## config.mk

```make
export PLATFORM = sky130hd
export DESIGN_NAME = prog_clock_divider
export DESIGN_NICKNAME = d
export VERILOG_FILES = /design/src/rtl/prog_clock_divider_pkg.sv /design/src/rtl/clk_div_chan.sv /design/src/rtl/prog_clock_divider.sv
export SDC_FILE = /design/constraint.sdc
export NUM_CORES = 2
export LEC_CHECK = 0
export CAP_MARGIN = 20
export CELL_PAD_IN_SITES_DETAIL_PLACEMENT = 0
export CELL_PAD_IN_SITES_GLOBAL_PLACEMENT = 1
export CORE_UTILIZATION = 49
export CTS_BUF_LIST = sky130_fd_sc_hd__clkbuf_4
export DETAILED_ROUTE_END_ITERATION = 8
export GPL_ROUTABILITY_DRIVEN = 0
export PLACE_DENSITY_LB_ADDON = 0.1
export SLEW_MARGIN = 20
export SYNTH_ARGS = -nofsm -noshare
export SYNTH_HDL_FRONTEND = slang
export SYNTH_SLANG_ARGS = --single-unit
```

## constraint.sdc

```tcl
create_clock -name clk_in -period 52.5 [get_ports clk_in]
set_input_delay 10.5 -clock clk_in [delete_from_list [all_inputs] [get_ports clk_in]]
set_output_delay 10.5 -clock clk_in [all_outputs]
set_load 0.01 [all_outputs]
```

## src/rtl/prog_clock_divider_pkg.sv

```systemverilog
// Shared constants for the programmable clock divider: reset defaults,
// the shortest legal period and the width of the channel index.
package prog_clock_divider_pkg;

  localparam int unsigned CFG_DEFAULT_DIV  = 100_000;
  localparam int unsigned CFG_DEFAULT_HIGH = 50_000;
  localparam int unsigned MIN_DIV          = 2;
  localparam int unsigned CH_IDX_W         = 4;

endpackage

```

## src/rtl/clk_div_chan.sv

```systemverilog
// One divider channel: period counter, shadow configuration with clamping,
// boundary-only reload and registered clk_out/tick.
module clk_div_chan
  import prog_clock_divider_pkg::*;
#(
  parameter int unsigned WIDTH        = 32,
  parameter int unsigned DEFAULT_DIV  = CFG_DEFAULT_DIV,
  parameter int unsigned DEFAULT_HIGH = CFG_DEFAULT_HIGH
) (
  input  logic             i_clk,
  input  logic             i_rst,
  input  logic             i_en,
  input  logic             i_wr,
  input  logic [WIDTH-1:0] i_wr_div,
  input  logic [WIDTH-1:0] i_wr_high,
  output logic             o_clk_out,
  output logic             o_tick,
  output logic             o_pending
);

  localparam int unsigned RST_DIV  = (DEFAULT_DIV < MIN_DIV) ? MIN_DIV : DEFAULT_DIV;
  localparam int unsigned RST_HIGH = (DEFAULT_HIGH == 0) ? 1 :
                                     (DEFAULT_HIGH >= RST_DIV) ? RST_DIV - 1 : DEFAULT_HIGH;

  logic [WIDTH-1:0] r_cnt;
  logic [WIDTH-1:0] r_div;
  logic [WIDTH-1:0] r_high;
  logic [WIDTH-1:0] r_shDiv;
  logic [WIDTH-1:0] r_shHigh;
  logic             r_pending;
  logic             r_clkOut;
  logic             r_tick;

  logic [WIDTH-1:0] w_clampDiv;
  logic [WIDTH-1:0] w_clampHigh;
  logic             w_last;
  logic             w_high;

  // High time is clamped against the already-clamped period.
  always_comb begin
    w_clampDiv = i_wr_div;
    if (i_wr_div < WIDTH'(MIN_DIV)) w_clampDiv = WIDTH'(MIN_DIV);
    w_clampHigh = i_wr_high;
    if (i_wr_high == '0) w_clampHigh = WIDTH'(1);
    else if (i_wr_high >= w_clampDiv) w_clampHigh = w_clampDiv - WIDTH'(1);
  end

  assign w_last = (r_cnt == r_div - WIDTH'(1));
  assign w_high = (r_cnt >= r_div - r_high);

  always_ff @(posedge i_clk or posedge i_rst) begin
    if (i_rst) begin
      r_cnt     <= '0;
      r_div     <= WIDTH'(RST_DIV);
      r_high    <= WIDTH'(RST_HIGH);
      r_shDiv   <= WIDTH'(RST_DIV);
      r_shHigh  <= WIDTH'(RST_HIGH);
      r_pending <= 1'b0;
      r_clkOut  <= 1'b0;
      r_tick    <= 1'b0;
    end else begin
      if (i_en) begin
        r_cnt    <= w_last ? '0 : r_cnt + WIDTH'(1);
        r_clkOut <= w_high;
        r_tick   <= w_last;
      end else begin
        r_cnt    <= '0;
        r_clkOut <= 1'b0;
        r_tick   <= 1'b0;
      end
      // Reload uses the shadow as it stood before this edge, so a write landing
      // on the wrap cycle waits for the following wrap.
      if (r_pending && (!i_en || w_last)) begin
        r_div     <= r_shDiv;
        r_high    <= r_shHigh;
        r_pending <= 1'b0;
      end
      if (i_wr) begin
        r_shDiv   <= w_clampDiv;
        r_shHigh  <= w_clampHigh;
        r_pending <= 1'b1;
      end
    end
  end

  assign o_clk_out = r_clkOut;
  assign o_tick    = r_tick;
  assign o_pending = r_pending;

endmodule

```

## src/rtl/prog_clock_divider.sv

```systemverilog
// Multi-channel programmable clock divider: decodes configuration writes and
// fans them out to one independent clk_div_chan per channel.
module prog_clock_divider
  import prog_clock_divider_pkg::*;
#(
  parameter int unsigned NCH          = 4,
  parameter int unsigned WIDTH        = 32,
  parameter int unsigned DEFAULT_DIV  = CFG_DEFAULT_DIV,
  parameter int unsigned DEFAULT_HIGH = CFG_DEFAULT_HIGH
) (
  input  logic                clk_in,
  input  logic                rst,
  input  logic [NCH-1:0]      en,
  input  logic                cfg_wr,
  input  logic [CH_IDX_W-1:0] cfg_ch,
  input  logic [WIDTH-1:0]    cfg_div,
  input  logic [WIDTH-1:0]    cfg_high,
  output logic [NCH-1:0]      clk_out,
  output logic [NCH-1:0]      tick,
  output logic [NCH-1:0]      pending
);

  logic [NCH-1:0] w_wr;

  generate
    for (genvar g = 0; g < NCH; g++) begin : g_chan
      // Indices at or above NCH match no channel, so such writes vanish.
      assign w_wr[g] = cfg_wr && (cfg_ch == CH_IDX_W'(g));

      clk_div_chan #(
        .WIDTH        (WIDTH),
        .DEFAULT_DIV  (DEFAULT_DIV),
        .DEFAULT_HIGH (DEFAULT_HIGH)
      ) u_chan (
        .i_clk     (clk_in),
        .i_rst     (rst),
        .i_en      (en[g]),
        .i_wr      (w_wr[g]),
        .i_wr_div  (cfg_div),
        .i_wr_high (cfg_high),
        .o_clk_out (clk_out[g]),
        .o_tick    (tick[g]),
        .o_pending (pending[g])
      );
    end
  endgenerate

endmodule

```

==> flow_summary.toml <==
[outcome]
run_status = "finished clean"

[worst_setup_path]
crit_arrival_ns = 16.48
required_ns = 53.40
path_max_fanout = 21
crit_type = "in2reg"
endpoint_kind = "register"
crit_path_start_kind = "input pin"

[clocking]
htreeDepth = 4
clk_pin_slew_ns = 0.07
post_cts_resized = 0
clockBufferDepth = 3
cts_tree = "built"
cts.sinks = 652
clockRootBuffer = "clkbuf_4"
cts_setup_buffers = 0
cts_buffers = 176
cts_hold_buf = 0
clkLatencyLatePin_ns = 1.06

[logic_synthesis]
avgSynthCellArea_um2 = 9.77
syn_inst = 4184
synth_warnings = 0
synth-edff-count = 0
synth_nets = 4556
synth_async_sr_flop_share_pct = 100
ys_seq_area_share_pct = 40.2
ys.flop_type = "dfrtp_1"
netlist_area_um2 = 40900
synth.distinct_cells = 87
ys_seq_elements = 652

[timing]
drv_slew = 0
period_share_pct = 29.7
rsz0062_at_grt = "no"
min_period_ns = 15.58
fin_skew_ns = 0.0493
worst_pin_slew_ns = 1.17
tns_ns = 0
max_slew_margin_pct = 21.9
setup_viol = 0
fmax_mhz = 64.2
hold_violations = 0

[cells_and_area]
drive_above_1_share_pct = 14.5
fin_nets = 4684
layout-area-overhead-vs-synth_pct = 9.89
fin_cells = 5540

[grt]
grt_usage_pct = 28.7
grt-busiest-layer = "met2"
grt_pass1_wl_um = 186000
grt_antenna_before_repair = 12
grt_max_degree = 169
use_met1_pct = 41.6
grt_pass1_vias = 30300
grt_overflow = 0
met2_usage_pct = 42.9
use_met3_pct = 7.02

[route]
antenna_left = 0
vias_per_cell = 5.67
wl_per_cell_um = 21.8
drt_iter0_drc = 2294
vias = 31400
first_pass_iters = 5
drc = 0
totalWireLength_um = 121000

[power_and_ir_drop]
finalPower_mw = 2.27
p_comb_share_pct = 45.7
irDropWorstVdd_mv = 0.0316
power.leakage_nw = 21.4
p_sw_share_pct = 40.9
power_frac_clock_pct = 20.8
p_per_area_nw_per_um2 = 50.4
p_seq_share_pct = 33.5
switching_power_uw = 927
internal_power_mw = 1.34

[placed_design]
dp_cells = 5204
portBuffers = 86
dp_hpwl_um = 89600

[flow_run]
maxCapViolCount = 0

[floorplanning]
die_y_um = 291
num_rows = 105
start_util_pct = 49.6
dieArea_um2 = 84600
die_x_um = 291
ioPinCount = 87
core_area_um2 = 82400

[worst_hold_path]
min_path_type = "reg2reg"
-- layout make-up --
class	instances	area [um^2]
clock buffer	274	2060
clock inverter	50	275
timing repair buffer	106	1040
fill	7550	37400
multi-input combinational	3136	22900
tap	1070	1340
inverter	240	908
sequential	652	16400
antenna	12	30.0
-- final timing paths --
path | start | cells past startpoint | endpoint | slack (ns)
setup / recovery | cfg_div[23] | 19 | g_chan[3].u_chan.r_shHigh[21] | 36.92
hold / removal | g_chan[0].u_chan.r_shHigh[15] | 2 | g_chan[0].u_chan.r_shHigh[15] | 0.48
setup reg to reg | g_chan[0].u_chan.r_div[1] | 10 | g_chan[0].u_chan.r_high[10] | 46.89
hold reg to reg | g_chan[0].u_chan.r_shHigh[15] | 2 | g_chan[0].u_chan.r_shHigh[15] | 0.48
max in group asynchronous | rst | 4 | g_chan[3].u_chan.r_cnt[12] | 40.15
min in group asynchronous | rst | 2 | g_chan[2].u_chan.r_cnt[5] | 10.02
-- layout by cell type, fill, tap and decap left out, drive strengths merged, types with 160 or more instances in the layout --
master	count
nor2	279
nand2	418
inv	245
ha	293
o21ai	264
a21oi	160
mux2	263
xor2	177
clkbuf	274
dfrtp	556
xnor2	237
-- cell families after synthesis --
family	after synthesis	synth area share (%)
AOI/OAI and AO/OA	840	13.0
xor gates and xnor gates	414	8.87
adders and majority gates	297	9.16
buffers and inverters	396	4.07
DFF	652	40.2
muxes	305	9.37
and+or+nand+nor	1280	15.3
-- synthesized netlist by cell type (all sizes together) (13+ instances only) --
cell type,instances,area (um^2)
and3,44,275
dfrtp,556,13900
a2111oi,13,120
a211o,13,114
buf,49,360
xor2,177,1550
ha,293,3670
nand3,104,521
or4,27,214
o21a,17,128
a31oi,33,206
o31ai,107,803
mux2,263,3410
clkbuf,107,402
nor2,279,1050
a21o,99,743
o21bai,18,135
nor3,101,505
nand4,60,375
a21oi,160,801
nand2b,44,275
inv,240,901
o211ai,24,180
or2,14,87.6
nor2b,38,238
or3,22,143
a211oi,21,158
o21ai,264,1330
xnor2,237,2080
nor4,57,378
dfstp,96,2520
nand2,418,1600
mux2i,42,420
-- power groups by stage --
stage | registers [mW] | clock network (mW) | logic (mW)
final | 0.758 | 0.472 | 1.04
after global routing | 0.769 | 0.512 | 1.18
after CTS | 0.758 | 0.485 | 1.04
after detailed placement | 0.766 | 0 | 1.03
after global placement | 0.765 | 0 | 1.03
after floorplan | 0.689 | 0 | 0.838
-- worst max-delay path, stage by stage --
cell and delay, ns:
clkdlybuf4s50_1 0.51, or3_1 0.39, or3_1 0.45, nor3_1 0.74, nand2_1 0.16, nand2_1 0.24, inv_1 0.07, ha_1 0.26
nand2b_1 0.14, a21o_1 0.17, a21o_1 0.17, a21o_1 0.18, a21o_1 0.17, a21oi_1 0.14, o21ai_0 0.15, a211oi_4 0.86
buf_4 0.54, mux2i_1 0.46, o31ai_1 0.14
-- registers in the layout, summed over array words and instances, names as in the netlist --
name / cells
g_chan.u_chan.o_tick: 4
g_chan.u_chan.r_div: 128
g_chan.u_chan.r_cnt: 128
g_chan.u_chan.o_pending: 4
g_chan.u_chan.r_shHigh: 128
g_chan.u_chan.o_clk_out: 4
g_chan.u_chan.r_high: 128
g_chan.u_chan.r_shDiv: 128
-- metrics by stage --
| step | util [%] | hold WS (ns) | worst slack [ns] | cell area [um^2] |
|---|---|---|---|---|
| after floorplan | - | 0.441 | 23.89 | 40900 |
| after global placement | 51.7 | 0.461 | 36.08 | 42600 |
| after detailed placement | 51.7 | 0.467 | 36.09 | 42600 |
| after CTS | 54.5 | 0.479 | 37.18 | 44900 |
| after global routing | 54.5 | 0.494 | 36.78 | 44900 |
| final | 54.6 | 0.475 | 36.92 | 44900 |
-- layer usage --
metal | vias up | share of wire, % | routed length [um]
met4 | 16 | 1.7 | 2060
met5 | - | 0.084 | 101
met3 | 176 | 6.9 | 8260
met1 | 15200 | 48 | 57700
met2 | 824 | 44 | 52500
li1 | 15200 | - | -
(Power assumes the default switching activity.)
